--- src/rtl/ls_seq_pkg.sv ---
// Shared definitions for the load/store microsequencer: FSM states, phase codes
// and ARM load/store instruction field positions.
package ls_seq_pkg;

  typedef enum logic [2:0] {
    S_IDLE = 3'd0,
    S_ADDR = 3'd1,
    S_MEM  = 3'd2,
    S_WB   = 3'd3,
    S_DONE = 3'd4
  } state_t;

  localparam logic [1:0] PH_ADDR = 2'd0;
  localparam logic [1:0] PH_MEM  = 2'd1;
  localparam logic [1:0] PH_WB   = 2'd2;
  localparam logic [1:0] PH_DONE = 2'd3;

  localparam int R25 = 25;
  localparam int P24 = 24;
  localparam int U23 = 23;
  localparam int B22 = 22;
  localparam int W21 = 21;
  localparam int L20 = 20;

  localparam logic [1:0] LS_OP = 2'b01;

  // Class vector layout {R,L,P,W,B,U}, MSB first.
  localparam int CLS_R = 5;
  localparam int CLS_L = 4;
  localparam int CLS_P = 3;
  localparam int CLS_W = 2;
  localparam int CLS_B = 1;
  localparam int CLS_U = 0;

  function automatic logic [1:0] phase_of(state_t s);
    case (s)
      S_MEM:   return PH_MEM;
      S_WB:    return PH_WB;
      S_DONE:  return PH_DONE;
      default: return PH_ADDR;
    endcase
  endfunction

endpackage

--- src/rtl/ls_field_decode.sv ---
// Combinational decode of an ARM single data transfer word into the
// load/store flag and the {R,L,P,W,B,U} class vector.
module ls_field_decode
  import ls_seq_pkg::*;
(
  input  logic [31:0] instr_i,
  output logic        is_ls_o,
  output logic [5:0]  cls_o
);

  logic unused_bits;
  assign unused_bits = ^{instr_i[31:28], instr_i[19:0]};

  assign is_ls_o = (instr_i[27:26] == LS_OP);
  assign cls_o   = {instr_i[R25], instr_i[L20], instr_i[P24],
                    instr_i[W21], instr_i[B22], instr_i[U23]};

endmodule

--- src/rtl/ls_microsequencer.sv ---
// Registered load/store microsequencer: IDLE->ADDR->MEM->[WB]->DONE.
// Define LS_MOC_TIMEOUT_EN to abort a MEM phase after MOC_TIMEOUT cycles without moc.
module ls_microsequencer
  import ls_seq_pkg::*;
#(
  parameter int STATE_W     = 10,
  parameter int STATE_BASE  = 16,
  parameter int MOC_TIMEOUT = 64
) (
  input  logic               clk,
  input  logic               reset_n,
  input  logic [31:0]        instruction,
  input  logic               instr_valid,
  output logic               instr_ready,
  input  logic               moc,
  output logic [STATE_W-1:0] state_number,
  output logic               mem_en,
  output logic               mem_rw,
  output logic               byte_mode,
  output logic               add_sub,
  output logic               reg_offset,
  output logic               wb_en,
  output logic               done,
  output logic               decode_err,
  output logic               timeout_err
);

  if (STATE_BASE + 255 >= 2**STATE_W) begin : g_bad_state_w
    $error("ls_microsequencer: STATE_W too narrow for STATE_BASE+255");
  end
  if (STATE_BASE < 1) begin : g_bad_base
    $error("ls_microsequencer: STATE_BASE must be >= 1");
  end
  if (MOC_TIMEOUT < 1) begin : g_bad_timeout
    $error("ls_microsequencer: MOC_TIMEOUT must be >= 1");
  end

  state_t             state_q, state_d;
  logic [5:0]         cls_q, cls_d;
  logic               dec_err_d;
  logic               is_ls;
  logic [5:0]         dec_cls;
  logic               tmo_hit;
  logic [STATE_W-1:0] state_number_q;
  logic               instr_ready_q, mem_en_q, wb_en_q, done_q, decode_err_q;

  ls_field_decode u_decode (
    .instr_i (instruction),
    .is_ls_o (is_ls),
    .cls_o   (dec_cls)
  );

  always_comb begin
    state_d   = state_q;
    cls_d     = cls_q;
    dec_err_d = 1'b0;
    case (state_q)
      S_IDLE: begin
        if (instr_valid) begin
          if (is_ls) begin
            state_d = S_ADDR;
            cls_d   = dec_cls;
          end else begin
            dec_err_d = 1'b1;
          end
        end
      end
      S_ADDR: state_d = S_MEM;
      S_MEM: begin
        // moc takes priority over a timeout landing in the same cycle.
        if (moc) begin
          state_d = (!cls_q[CLS_P] || cls_q[CLS_W]) ? S_WB : S_DONE;
        end else if (tmo_hit) begin
          state_d = S_IDLE;
        end
      end
      S_WB:    state_d = S_DONE;
      S_DONE:  state_d = S_IDLE;
      default: state_d = S_IDLE;
    endcase
    if (state_d == S_IDLE) begin
      cls_d = '0;
    end
  end

  always_ff @(posedge clk or negedge reset_n) begin
    if (!reset_n) begin
      state_q        <= S_IDLE;
      cls_q          <= '0;
      state_number_q <= '0;
      instr_ready_q  <= 1'b1;
      mem_en_q       <= 1'b0;
      wb_en_q        <= 1'b0;
      done_q         <= 1'b0;
      decode_err_q   <= 1'b0;
    end else begin
      state_q        <= state_d;
      cls_q          <= cls_d;
      state_number_q <= (state_d == S_IDLE) ? '0 :
                        STATE_W'(STATE_BASE) + STATE_W'({cls_d, phase_of(state_d)});
      instr_ready_q  <= (state_d == S_IDLE);
      mem_en_q       <= (state_d == S_MEM);
      wb_en_q        <= (state_d == S_WB);
      done_q         <= (state_d == S_DONE);
      decode_err_q   <= dec_err_d;
    end
  end

`ifdef LS_MOC_TIMEOUT_EN
  localparam int CNT_W = $clog2(MOC_TIMEOUT + 1);
  logic [CNT_W-1:0] mem_cnt_q;

  // mem_cnt_q holds the 1-based index of the current MEM cycle.
  always_ff @(posedge clk or negedge reset_n) begin
    if (!reset_n) begin
      mem_cnt_q <= '0;
    end else if (state_d == S_MEM && state_q != S_MEM) begin
      mem_cnt_q <= CNT_W'(1);
    end else if (state_d == S_MEM) begin
      mem_cnt_q <= mem_cnt_q + CNT_W'(1);
    end
  end

  assign tmo_hit     = (state_q == S_MEM) && (mem_cnt_q == CNT_W'(MOC_TIMEOUT));
  assign timeout_err = tmo_hit && !moc;
`else
  assign tmo_hit     = 1'b0;
  assign timeout_err = 1'b0;
`endif

  assign state_number = state_number_q;
  assign instr_ready  = instr_ready_q;
  assign mem_en       = mem_en_q;
  assign wb_en        = wb_en_q;
  assign done         = done_q;
  assign decode_err   = decode_err_q;
  assign mem_rw       = cls_q[CLS_L];
  assign byte_mode    = cls_q[CLS_B];
  assign add_sub      = cls_q[CLS_U];
  assign reg_offset   = cls_q[CLS_R];

endmodule

--- config.mk ---
export PLATFORM = sky130hd
export DESIGN_NAME = ls_microsequencer
export DESIGN_NICKNAME = d
export VERILOG_FILES = /design/src/rtl/ls_seq_pkg.sv /design/src/rtl/ls_field_decode.sv /design/src/rtl/ls_microsequencer.sv
export SDC_FILE = /design/constraint.sdc
export NUM_CORES = 1
export LEC_CHECK = 0
export ABC_AREA = 1
export CAP_MARGIN = 30
export CORE_AREA = 2 2 61 46
export CTS_BUF_LIST = sky130_fd_sc_hd__clkbuf_8
export CTS_CLUSTER_SIZE = 30
export DETAILED_ROUTE_END_ITERATION = 10
export DIE_AREA = 0 0 63 48
export PLACE_DENSITY = 0.89
export SYNTH_ARGS = -nofsm -noshare
export SYNTH_HDL_FRONTEND = slang
export SYNTH_SLANG_ARGS = --single-unit
--- constraint.sdc ---
create_clock -name clk -period 3.4 [get_ports clk]
set_input_delay 0.68 -clock clk [delete_from_list [all_inputs] [get_ports clk]]
set_output_delay 0.68 -clock clk [all_outputs]
set_load 0.05 [all_outputs]
---- After elaboration in Yosys (flattened, before gate mapping) ----
Index checks and enable logic that the tools add are counted.
operators by class
  $add $sub $neg .......................... 1
  equal/unequal tests ..................... 7
  multiplexer cells ....................... 14
  reductions and logical operators ........ 4
operators by type and width
  operator               count
  $mux W6                4
  $eq A3 B2 Y1 const B   4
  $mux W3                4
  $pmux W3 S4            1
  $add A5 B8 Y9 const A  1
  $mux W9                1
  $logic_not A3 Y1       2
  $pmux W2 S3            1
  $eq A3 B1 Y1 const B   1
  $eq A3 B3 Y1 const B   1
  $mux W1                3
  $eq A2 B1 Y1 const B   1
  $logic_not A1 Y1       1
  $logic_or A1 B1 Y1     1
word-level totals
  register bits ........................... 23
  input port bits ......................... 36
  output and inout port bits .............. 20
  word-level logic and storage cells ...... 34

---- Depth between registers and ports, before layout ----
Gate-level depths: netlist (run 1).
  depth after elaboration ................. 9
  mapped depth ............................ 14
  gate-level depth less buffers ........... 14

---- Cells and area by module ----
From an unflattened synthesis (run 1), not the netlist that was laid out.
unflattened totals
  cell total of the unflattened synthesis .. 105
  area total of the unflattened synthesis .. 965.9 µm²
modules (own cells, without submodules)
  module             instances  cells an instance  area each (µm²)  sequential area each (µm²)
  ls_microsequencer  1          97                 910.9            526.8
  ls_field_decode    1          8                  55.1             0.0

---- Least setup slack after synthesis (run 1) ----
No wires, ideal clock.
  path type ............................... in2reg
  start ................................... input port instruction[26]
  end ..................................... register state_number_q[6] (netlist: state_number[6])
  library setup time ...................... 0.117 ns
  arrival time ............................ 1.806 ns
  data required time ...................... 3.283 ns
  path slack .............................. 1.477 ns
  stages .................................. 12
  buffers on the path ..................... 0
  path through ............................ inv_1 nor2_4 nand3_4 nand2_2 nor2_2 nand2_4 inv_8 a21oi_2 ha_1 inv_1 o21ai_2 nor2_1
between the ends
  longest elaborated chain between the ends .. 8
  elaborated cells between the ends (all ways) .. 15
  classes of those cells .................. add/sub (1); eq/ne (4); mux (9); reduce/logical (1)
ends and longest elaborated chain
  item                    RTL line                  RTL
  start: declaration      ls_microsequencer.sv:12   input logic [31:0] instruction,
  $eq A2 B1 Y1            ls_field_decode.sv:14     assign is_ls_o = (instr_i[27:26] == LS_OP);
  $mux W3                 ls_microsequencer.sv:60   if (is_ls) begin
  $mux W3                 ls_microsequencer.sv:59   if (instr_valid) begin
  $pmux W3 S4             ls_microsequencer.sv:57   case (state_q)
  named net state_d[0]    ls_microsequencer.sv:38   state_t state_q, state_d;
  $logic_not A3 Y1        ls_microsequencer.sv:81   if (state_d == S_IDLE) begin
  $mux W6                 ls_microsequencer.sv:81
  named net cls_d[3]      ls_microsequencer.sv:39   logic [5:0] cls_q, cls_d;
  $add A5 B8 Y9           ls_microsequencer.sv:100  STATE_W'(STATE_BASE) + STATE_W'({cls_d, phase_of(state_d)});
  $mux W9                 ls_microsequencer.sv:99   state_number_q <= (state_d == S_IDLE) ? '0 :
  end signal: assignment  ls_microsequencer.sv:99
  end: declaration        ls_microsequencer.sv:44   logic [STATE_W-1:0] state_number_q;
The timed path passes the listed nets, and every way through them passes these cells.

---- Final worst setup path (run 1) ----
Ends and elaborated chain as after synthesis.

==> metrics.cfg, run 1 <==
[run_status]
status = finished clean

[setup_path]
regToRegSetupSlack_ps = 1550
setup.worst_path.start_class = input port
number_of_cell_instances_on_the_worst_register_to_register_path = 11
setup.worst_path.class = in -> reg
critical_path_arrival_ps = 2480
critical_path_peak_fanout = 10
capture_point_of_the_worst_reg_to_reg_path = state_number[6]$_DFF_PN0_
regToRegStartpoint = state_q[2]$_DFF_PN0_
cp.required_ps = 3550
timing.critical_path.to_type = register

[final_layout]
antenna-diode-count = 0
postLayoutCoreUtil = 0.559
area_growth_synth_to_finish_pct = 35.9
nFillCells = 215
fin_nets = 172
final_layout_size_suffix_gt1_frac = 0.224

[min_path]
worstHoldPathCells = 2
hold_path.startpoint = cls_q[0]$_DFF_PN0_
hp-class = reg -> reg
timing.hold.worst_endpoint = cls_q[0]$_DFF_PN0_

[timing]
finalSetupViolations = 0
setup_repair_after_global_routing_missed_its_margin = false
max_slew.worst_pin.slew_ps = 899
setup_ws_ps = 1070
final-hold-violation-count = 0
timing_max_transition_violations_final = 0
fmaxAchievable_ghz = 0.429
worst_slew_margin_rel = 0.399
timing.setup.tns_ps = 0
period_share = 0.685
final_period_minus_worst_setup_slack_ps = 2330
fin_worst_skew_ps = 4.58

[die]
die_width_um = 63
placeableCoreArea_um2 = 2380
floorplan.initialDensity = 0.411
die-height_um = 48
io-pin-count = 56
fp.dieArea_um2 = 3020
rows = 15

[clock_tree]
cts_max_path_buffers = 2
cts.root.buffer_cell = clkbuf_8
cts-resized-gates = 0
htree_levels = 1
clock_tree_from_tritoncts = built
tritoncts.num_buffers = 3
numClockSinks = 21
clkLatencyLatePin_ps = 250
cts.clk_slew.worst_paths_ps = 70
number_of_buffers_added_for_setup_after_cts = 0
ctsHoldBuffers = 0

[route]
drt_pass_1_iters = 4
drt_wl_total_mm = 1.79
final_antenna_net_count = 0
route.vias.total = 742
initial_drc_count = 11
drc_errors = 0
routed_via_density = 4.42
routedWlPerCell_um = 10.6

[global_routing]
first_pass_grt_wire_length_mm = 2.93
grt.overflow.total = 0
globalRouteTotalUtil = 0.133
maximum_number_of_pins_on_one_net_before_global_route_repair = 22
antenna_violations_before_repair = 0
grt_pass1_vias = 664

[logic_synthesis]
syn_inst = 104
synth_cell_type_count = 22
post_synth.cell_area_avg_um2 = 9.42
synth-seq-cells = 21
synth.cell_area_um2 = 980
synth.yosys.seq_area_share = 0.538
ys.warnings.count = 0

[job]
max-cap-violations = 0

[pwr]
pwr_density_cell_nw_per_um2 = 834
leakage_nw = 0.644
ir_drop_mv = 0.342

[place]
detailedPlace.worstSlack_ps = 804
gp_congestion = 0.815
io_buffers = 29
dp.final_hpwl_mm = 1.41

layout make-up:
class | instances | area, um2 | area share
sequential | 21 | 527 | 0.396
clock inverter | 1 | 3.75 | 0.00282
inverter | 21 | 86.3 | 0.0648
timing repair buffer | 29 | 290 | 0.218
clock buffer | 3 | 41.3 | 0.0310
multi-input combinational | 59 | 340 | 0.256
tap | 34 | 42.5 | 0.0320
worst max-delay path by stage:
stage / startpoint / endpoint / depth (start not counted)
6_report: instruction[26] / state_number[6]$_DFF_PN0_ / 13
5_1_grt: instruction[26] / state_number[6]$_DFF_PN0_ / 13
4_1_cts: instruction[26] / state_number[6]$_DFF_PN0_ / 13
3_5_place_dp: instruction[26] / state_number[6]$_DFF_PN0_ / 13
3_3_place_gp: instruction[26] / state_number[6]$_DFF_PN0_ / 13
2_1_floorplan: instruction[26] / state_number[6]$_DFF_PN0_ / 12
registers in the layout (all words and copies together) (netlist names):
register and cells:
decode_err 1, state_number 7, instr_ready 1, wb_en 1, done 1, mem_en 1, cls_q 6, state_q 3
synth_stat cells (all sizes together):
library cell / number / area share
conb: 1 / 0.0038
buf: 4 / 0.031
dfrtp: 20 / 0.51
nand2: 20 / 0.092
ha: 1 / 0.013
a21oi: 3 / 0.027
inv: 21 / 0.088
nor3: 2 / 0.015
dfstp: 1 / 0.027
nand3: 7 / 0.049
o21ai: 4 / 0.032
nand4: 1 / 0.0064
nor2: 19 / 0.11
through the flow:
stage / std cells / hold slack [ps] / instance area, um2 / power [W]
finish: 168 / 574 / 1330 / 0.00111
global route: 168 / 599 / 1330 / 0.00117
CTS: 168 / 579 / 1330 / 0.00112
detailed placement: 164 / 560 / 1290 / 0.000969
global placement: 164 / 539 / 1290 / 0.000956
floorplan: 105 / 384 / 983 / 0.000804
metal layers:
layer,track usage,part of all wire,vias to the layer above
li1,-,-,372
met4,0.0489,0.0056,0
met1,0.144,0.41,341
met5,0,0,-
met2,0.238,0.50,27
met3,0.0635,0.076,2
logic make-up after synthesis:
family | after synthesis | synth area share
AND/OR/NAND/NOR | 49 | 0.268
buffers and inverters | 25 | 0.119
flip-flops | 21 | 0.538
AO/OA/AOI/OAI | 7 | 0.0588
adder cells (fa/ha/maj) | 1 | 0.0128
other | 1 | 0.00383
worst max-delay path, cell delays in order:
cell             delay, ps
clkdlybuf4s50_1        450
inv_1                   50
nor2_4                 150
nand3_4                160
nand2_2                150
nor2_2                  70
nand2_4                100
inv_8                   70
a21oi_2                130
ha_1                   210
inv_1                   70
o21ai_2                130
nor2_1                  50
placed cells by master (no fill, tap or decap):
cell             netlist  routed
nor2_2                10      10
inv_2                  2       2
conb_1                 1       2
o21ai_2                3       3
o21ai_1                1       1
nand2_2                3       3
nor3_2                 1       1
nand2_1               16      16
clkdlybuf4s50_1        0      29
nand3_4                1       1
ha_1                   1       1
nor3_1                 1       1
dfrtp_1               20      20
nand4_1                1       1
inv_8                  1       1
clkbuf_8               0       3
nand2_4                1       1
nand3_1                6       6
nor2_1                 8       8
a21oi_2                3       3
inv_1                 18      19
nor2_4                 1       1
dfstp_2                1       1
where the power goes:
group	switching [W]	internal, W
sequential	0.0000275	0.000322
combinational	0.000426	0.000183
clock	0.0000717	0.0000802
(Power assumes the default switching activity.)
==> inputs of run 2 (changes only) <==
--- a/config.mk
+++ b/config.mk
@@ -7,12 +7,12 @@
 export LEC_CHECK = 0
 export ABC_AREA = 1
 export CAP_MARGIN = 30
-export CORE_AREA = 2 2 61 46
+export CORE_AREA = 2 2 63 47
 export CTS_BUF_LIST = sky130_fd_sc_hd__clkbuf_8
 export CTS_CLUSTER_SIZE = 30
 export DETAILED_ROUTE_END_ITERATION = 10
-export DIE_AREA = 0 0 63 48
-export PLACE_DENSITY = 0.89
+export DIE_AREA = 0 0 65 49
+export PLACE_DENSITY = 0.84
 export SYNTH_ARGS = -nofsm -noshare
 export SYNTH_HDL_FRONTEND = slang
 export SYNTH_SLANG_ARGS = --single-unit
==> constraint.sdc (replaced) <==
create_clock -name clk -period 2.3 [get_ports clk]
set_input_delay 0.46 -clock clk [delete_from_list [all_inputs] [get_ports clk]]
set_output_delay 0.46 -clock clk [all_outputs]
set_load 0.05 [all_outputs]
==> run 2 against run 1 <==
Global-route usage increased by 1.1 points. Clock skew rose by 1.4 ps. Critical path depth fell by 12. Via count up 6.2%. Non-clock buffer count grew 5. Cell count increased by 4.2%. Critical path type is now reg -> out. Critical endpoint is now instr_ready.
==> metrics.cfg, run 2 (synthesis results as in run 1) <==
[global_routing]
grt_pass1_vias = 781  ; was 664
maximum_number_of_pins_on_one_net_before_global_route_repair = 22  ; unchanged
grt.overflow.total = 0  ; unchanged
globalRouteTotalUtil = 0.144  ; was 0.133
antenna_violations_before_repair = 0  ; unchanged
first_pass_grt_wire_length_mm = 3.41  ; was 2.93 mm

[setup_path]
critical_path_arrival_ps = 1570  ; was 2480 ps
cp.required_ps = 1840  ; was 3550 ps
timing.critical_path.depth = 1  ; was 13
timing.critical_path.max_delay_family = buffers and inverters  ; was simple AND/OR/NAND/NOR gates
regToRegSetupSlack_ps = 590  ; was 1550 ps
setup.worst_path.start_class = register  ; was input port
crit_chain = clkdlybuf4s50_1  ; was clkdlybuf4s50_1 -> inv_1 -> nor2_4 -> nand3_4 -> nand2_2 -> nor2_2 -> nand2_4 -> inv_8 -> a21oi_2 -> ha_1 -> inv_1 -> o21ai_2 -> nor2_1
timing.critical_path.to_type = output pin  ; was register
crit_buf_inv = 1  ; was 4
number_of_cell_instances_on_the_worst_register_to_register_path = 11  ; unchanged
slowest_stage = clkdlybuf4s50_1  ; unchanged
regToRegStartpoint = state_q[2]$_DFF_PN0_  ; unchanged
crit_path_max_incr_delay_ps = 790  ; was 450 ps
critPathCapture = instr_ready  ; was state_number[6]$_DFF_PN0_
capture_point_of_the_worst_reg_to_reg_path = state_number[6]$_DFF_PN0_  ; unchanged
critical_path_peak_fanout = 1  ; was 10
worstSetupStartpoint = instr_ready$_DFF_PN1_  ; was instruction[26]
setup.worst_path.class = reg -> out  ; was in -> reg

[timing]
timing.setup.tns_ps = 0  ; unchanged
finalSetupViolations = 0  ; unchanged
fmaxAchievable_ghz = 0.493
fin_worst_skew_ps = 5.96  ; was 4.58 ps
max_slew.worst_pin.slew_ps = 499  ; was 899 ps
final-hold-violation-count = 0  ; unchanged
final_period_minus_worst_setup_slack_ps = 2030
timing_max_transition_violations_final = 0  ; unchanged
period_share = 0.881
fin_hold_ws_ps = 552  ; was 574 ps
worst_slew_margin_rel = 0.666  ; was 0.399
setup_repair_after_global_routing_missed_its_margin = false  ; unchanged

[place]
dp.final_hpwl_mm = 1.60  ; was 1.41 mm
gp_congestion = 0.832  ; was 0.815
dpl.cell_count = 171  ; was 164
io_buffers = 29  ; unchanged

[clock_tree]
cts_max_path_buffers = 2  ; unchanged
htree_levels = 1  ; unchanged
ctsHoldBuffers = 0  ; unchanged
clock_tree_from_tritoncts = built  ; unchanged
cts.clk_slew.worst_paths_ps = 80  ; was 70 ps
tritoncts.num_buffers = 3  ; unchanged
cts.root.buffer_cell = clkbuf_8  ; unchanged
clkLatencyLatePin_ps = 260  ; was 250 ps
cts-resized-gates = 0  ; unchanged
number_of_buffers_added_for_setup_after_cts = 0  ; unchanged
numClockSinks = 21  ; unchanged

[route]
final_antenna_net_count = 0  ; unchanged
drt_pass_1_iters = 4  ; unchanged
drt_wl_total_mm = 2.00  ; was 1.79 mm
routed_via_density = 4.50  ; was 4.42
routedWlPerCell_um = 11.4  ; was 10.6 um
route.vias.total = 788  ; was 742
initial_drc_count = 25  ; was 11
drc_errors = 0  ; unchanged

[die]
rows = 16  ; was 15
floorplan.initialDensity = 0.374  ; was 0.411
die_width_um = 65  ; was 63 um
die-height_um = 49  ; was 48 um
io-pin-count = 56  ; unchanged
fp.dieArea_um2 = 3190  ; was 3020 um2
placeableCoreArea_um2 = 2620  ; was 2380 um2

[min_path]
hp-class = in -> async  ; was reg -> reg

[final_layout]
area_growth_synth_to_finish_pct = 40.1  ; was 35.9%
multi_input_area_um2 = 340  ; unchanged
fin_nets = 177  ; was 172
most-common-layout-cells = clkdlybuf4s50_1, dfrtp_1, inv_1  ; unchanged
layoutNonFillerInstCount = 175  ; was 168
layout_commonest_cell = clkdlybuf4s50_1  ; unchanged
largest_register_ff_count = 7  ; unchanged
nFillCells = 233  ; was 215
final_layout_size_suffix_gt1_frac = 0.259  ; was 0.224
seqCellArea_um2 = 527  ; unchanged
antenna-diode-count = 0  ; unchanged

[job]
max-cap-violations = 0  ; unchanged

[run_status]
status = finished clean  ; unchanged

[pwr]
leakage_nw = 0.666  ; was 0.644 nW
pwr_density_cell_nw_per_um2 = 1240  ; was 834 nW/um2
ir_drop_mv = 0.352  ; was 0.342 mV

==> run 2: worst min-delay path by stage <==
stage / end / depth (start not counted) / start
2_1_floorplan: cls_q[0]$_DFF_PN0_ / 0 / reset_n
3_3_place_gp: cls_q[0]$_DFF_PN0_ / 2 / cls_q[0]$_DFF_PN0_
3_5_place_dp: cls_q[1]$_DFF_PN0_ / 2 / cls_q[1]$_DFF_PN0_
4_1_cts: cls_q[1]$_DFF_PN0_ / 2 / cls_q[1]$_DFF_PN0_
5_1_grt: cls_q[0]$_DFF_PN0_ / 2 / reset_n
6_report: cls_q[0]$_DFF_PN0_ / 2 / reset_n
==> run 2: where the power goes <==
group          switching (W)  leakage [nW]  internal (W)  total (W)
clock               0.000117        0.0255      0.000121   0.000238
combinational       0.000644         0.362      0.000306   0.000949
sequential         0.0000439         0.279      0.000476   0.000520
total               0.000805         0.666      0.000902    0.00171
==> run 2: final cells by class <==
class | instances | share of cell area
clock buffers | 3 | 0.0301
clock inverters | 1 | 0.00365
inverters | 21 | 0.0629
multi-input cells | 59 | 0.248
flip-flops and latches | 21 | 0.384
well taps | 36 | 0.0328
repair buffers | 34 | 0.239
==> run 2: per-layer routing <==
layer | global-route usage | wire length [um] | vias up
met5 | 0 | 0 | -
met3 | 0.0393 | 131 | 5
met4 | 0.0674 | 40 | 0
li1 | - | - | 379
met1 | 0.165 | 810 | 372
met2 | 0.249 | 1020 | 32
==> run 2: through the flow <==
step / area (um2) / total power [W] / util / setup WS (ps)
final: 1370 / 0.00171 / 0.523 / 273
after global routing: 1370 / 0.00181 / 0.523 / 198
after CTS: 1370 / 0.00172 / 0.523 / 270
after detailed placement: 1330 / 0.00148 / 0.506 / 55.8
after global placement: 1330 / 0.00146 / 0.506 / 134
after floorplan: 983 / 0.00119 / - / 597
==> inputs of run 3 (changes only) <==
--- a/config.mk
+++ b/config.mk
@@ -15,4 +15,5 @@
 export PLACE_DENSITY = 0.84
 export SYNTH_ARGS = -nofsm -noshare
 export SYNTH_HDL_FRONTEND = slang
+export SYNTH_HIERARCHICAL = 1
 export SYNTH_SLANG_ARGS = --single-unit
==> run 3 against run 2 <==
Core utilization fell by 2.2 points. Fmax is 4.1% lower. Critical path depth rose by 11. Sequential cell count is the same. Global-route usage shrank 1.0 points. Wire length is 4.7% lower. Sequential power is 12% higher. Combinational power increased by 25%. Worst hold slack got worse by 25 ps. Non-clock buffer count unchanged. Worst setup slack got worse by 87 ps.
==> metrics.cfg, run 3 <==
[final_layout]
layoutNonFillerInstCount = 170  ; was 175
largest_register_ff_count = 7  ; unchanged
antenna-diode-count = 0  ; unchanged
most-common-layout-cells = clkdlybuf4s50_1, nand2_1, dfrtp_1  ; was clkdlybuf4s50_1, dfrtp_1, inv_1
final_layout_size_suffix_gt1_frac = 0.157  ; was 0.259
area_growth_synth_to_finish_pct = 36.0  ; was 40.1%
fin_nets = 172  ; was 177
layout_commonest_cell = clkdlybuf4s50_1  ; unchanged

[logic_synthesis]
synth.area.top_cells = dfrtp_1, buf_4, nand2_1  ; was dfrtp_1, inv_1, nor2_2
post_synth.cell_area_avg_um2 = 9.20  ; was 9.42 um2
syn_inst = 105  ; was 104
number_of_enable_type_register_cells_in_the_synthesized_netlist = 0  ; unchanged
yosysTopAreaCellShare = 0.518  ; was 0.511
synth_commonest_cells = dfrtp_1, nand2_1, inv_1  ; was dfrtp_1, inv_1, nand2_1
synth.yosys.seq_area_share = 0.545  ; was 0.538
synth-seq-cells = 21  ; unchanged
async_reset_ff_frac = 1.00  ; unchanged
synth_cell_type_count = 21  ; was 22
synth_top_area_cell = dfrtp_1  ; unchanged
ys.warnings.count = 6  ; was 0
yosys_most_used_dff = dfrtp_1  ; unchanged
synth.cell_area_um2 = 966  ; was 980 um2

[timing]
final-hold-violation-count = 0  ; unchanged
setup_ws_ps = 185  ; was 273 ps
period_share = 0.919  ; was 0.881
fmaxAchievable_ghz = 0.473  ; was 0.493 GHz
fin_worst_skew_ps = 6.67  ; was 5.96 ps
timing_max_transition_violations_final = 0  ; unchanged
max_slew.worst_pin.slew_ps = 508  ; was 499 ps
final_period_minus_worst_setup_slack_ps = 2110  ; was 2030 ps
fin_hold_ws_ps = 528  ; was 552 ps
setup_repair_after_global_routing_missed_its_margin = false  ; unchanged
finalSetupViolations = 0  ; unchanged
timing.setup.tns_ps = 0  ; unchanged
worst_slew_margin_rel = 0.660  ; was 0.666

[setup_path]
timing.critical_path.to_type = register  ; was output pin
cp.required_ps = 2470  ; was 1840 ps
setup.worst_path.class = in -> reg  ; was reg -> out
setup.worst_path.start_class = input port  ; was register
critical_path_peak_fanout = 5  ; was 1
critical_path_arrival_ps = 2290  ; was 1570 ps

[die]
fp.dieArea_um2 = 3190  ; unchanged
die_width_um = 65  ; unchanged
io-pin-count = 56  ; unchanged
placeableCoreArea_um2 = 2620  ; unchanged
rows = 16  ; unchanged
die-height_um = 49  ; unchanged
floorplan.initialDensity = 0.368  ; was 0.374

[clock_tree]
clkLatencyLatePin_ps = 260  ; about the same
number_of_buffers_added_for_setup_after_cts = 0  ; unchanged
clock_tree_from_tritoncts = built  ; unchanged
ctsHoldBuffers = 0  ; unchanged
cts-resized-gates = 0  ; unchanged
htree_levels = 1  ; unchanged
cts.clk_slew.worst_paths_ps = 70  ; was 80 ps
cts_max_path_buffers = 2  ; unchanged
cts.root.buffer_cell = clkbuf_8  ; unchanged
numClockSinks = 21  ; unchanged
tritoncts.num_buffers = 3  ; unchanged

[place]
dpl.cell_count = 166  ; was 171
gp_congestion = 0.803  ; was 0.832
io_buffers = 29  ; unchanged
dp.final_hpwl_mm = 1.57  ; was 1.60 mm
detailedPlace.worstSlack_ps = -91.1  ; was 55.8 ps

[global_routing]
maximum_number_of_pins_on_one_net_before_global_route_repair = 13  ; was 22
first_pass_grt_wire_length_mm = 3.17  ; was 3.41 mm
antenna_violations_before_repair = 0  ; unchanged
globalRouteTotalUtil = 0.134  ; was 0.144
grt_pass1_vias = 682  ; was 781
grt.overflow.total = 0  ; unchanged

[route]
routed_via_density = 4.50  ; about the same
routedWlPerCell_um = 11.2  ; was 11.4 um
initial_drc_count = 20  ; was 25
drt_pass_1_iters = 4  ; unchanged
drt_wl_total_mm = 1.91  ; was 2.00 mm
drc_errors = 0  ; unchanged
route.vias.total = 765  ; was 788
final_antenna_net_count = 0  ; unchanged

[pwr]
power_w = 0.00201  ; was 0.00171 W
pwr_density_cell_nw_per_um2 = 1530  ; was 1240 nW/um2
ir_drop_mv = 0.521  ; was 0.352 mV
leakage_nw = 0.645  ; was 0.666 nW

[run_status]
status = finished clean  ; unchanged

[job]
max-cap-violations = 0  ; unchanged

[min_path]
hp-class = in -> async  ; unchanged

## run 3: stage by stage
stage | utilization | area, um2
2_1_floorplan | - | 970
3_3_place_gp | 0.483 | 1270
3_5_place_dp | 0.483 | 1270
4_1_cts | 0.501 | 1310
5_1_grt | 0.501 | 1310
6_report | 0.501 | 1310
## run 3: worst paths after layout
kind	start	endpoint	slack [ps]	depth (start not counted)
min in group clk	cls_q[1]$_DFF_PN0_	cls_q[1]$_DFF_PN0_	550	2
worst max-delay path	instruction[26]	state_number[8]$_DFF_PN0_	190	12
max in group asynchronous	reset_n	instr_ready$_DFF_PN1_	1160	2
worst min-delay path	reset_n	cls_q[5]$_DFF_PN0_	530	1
worst min register to register	cls_q[1]$_DFF_PN0_	cls_q[1]$_DFF_PN0_	550	2
worst max register to register	state_q[0]$_DFF_PN0_	state_number[8]$_DFF_PN0_	320	10
## run 3: per-layer routing
metal	vias to the layer above	part of all wire	global-route usage
li1	375	-	-
met1	350	0.47	0.187
met2	36	0.44	0.192
met3	4	0.069	0.0462
met4	0	0.018	0.0496
met5	-	0	0
## run 3: worst max-delay path, cell delays in order
cell and delay [ps]:
clkdlybuf4s50_1 450, inv_1 40, nor2_2 100, a21oi_1 90, nor2_2 220, nor2_2 90, nand3_4 100, inv_4 50
a21oi_1 200, ha_1 210, inv_1 60, nor3_1 210
## run 3: where the power goes
| group | internal, W | leakage (nW) | switching [W] |
|---|---|---|---|
| Sequential | 0.000512 | 0.278 | 0.0000716 |
| Clock | 0.000121 | 0.0255 | 0.000113 |
| Combinational | 0.000379 | 0.342 | 0.000813 |
| Total | 0.00101 | 0.645 | 0.000998 |
## run 3: area by class of cell
type | count | area (um2)
Timing Repair Buffer | 34 | 328
Clock inverter | 1 | 5.00
Sequential cell | 21 | 527
Clock buffer | 3 | 41.3
Multi-Input combinational cell | 59 | 305
Inverter | 16 | 62.6
Tap cell | 36 | 45.0
Fill cell | 246 | 1310
## run 3: cell families (layout without fill, tap and decap cells)
group | after synthesis | count (layout) | synth area share
other | 1 | 2 | 0.00388
AND/OR/NAND/NOR | 46 | 46 | 0.236
adder cells (fa/ha/maj) | 1 | 1 | 0.0130
buffers and inverters | 26 | 54 | 0.142
flip-flops | 21 | 21 | 0.545
AO/OA/AOI/OAI | 10 | 10 | 0.0596
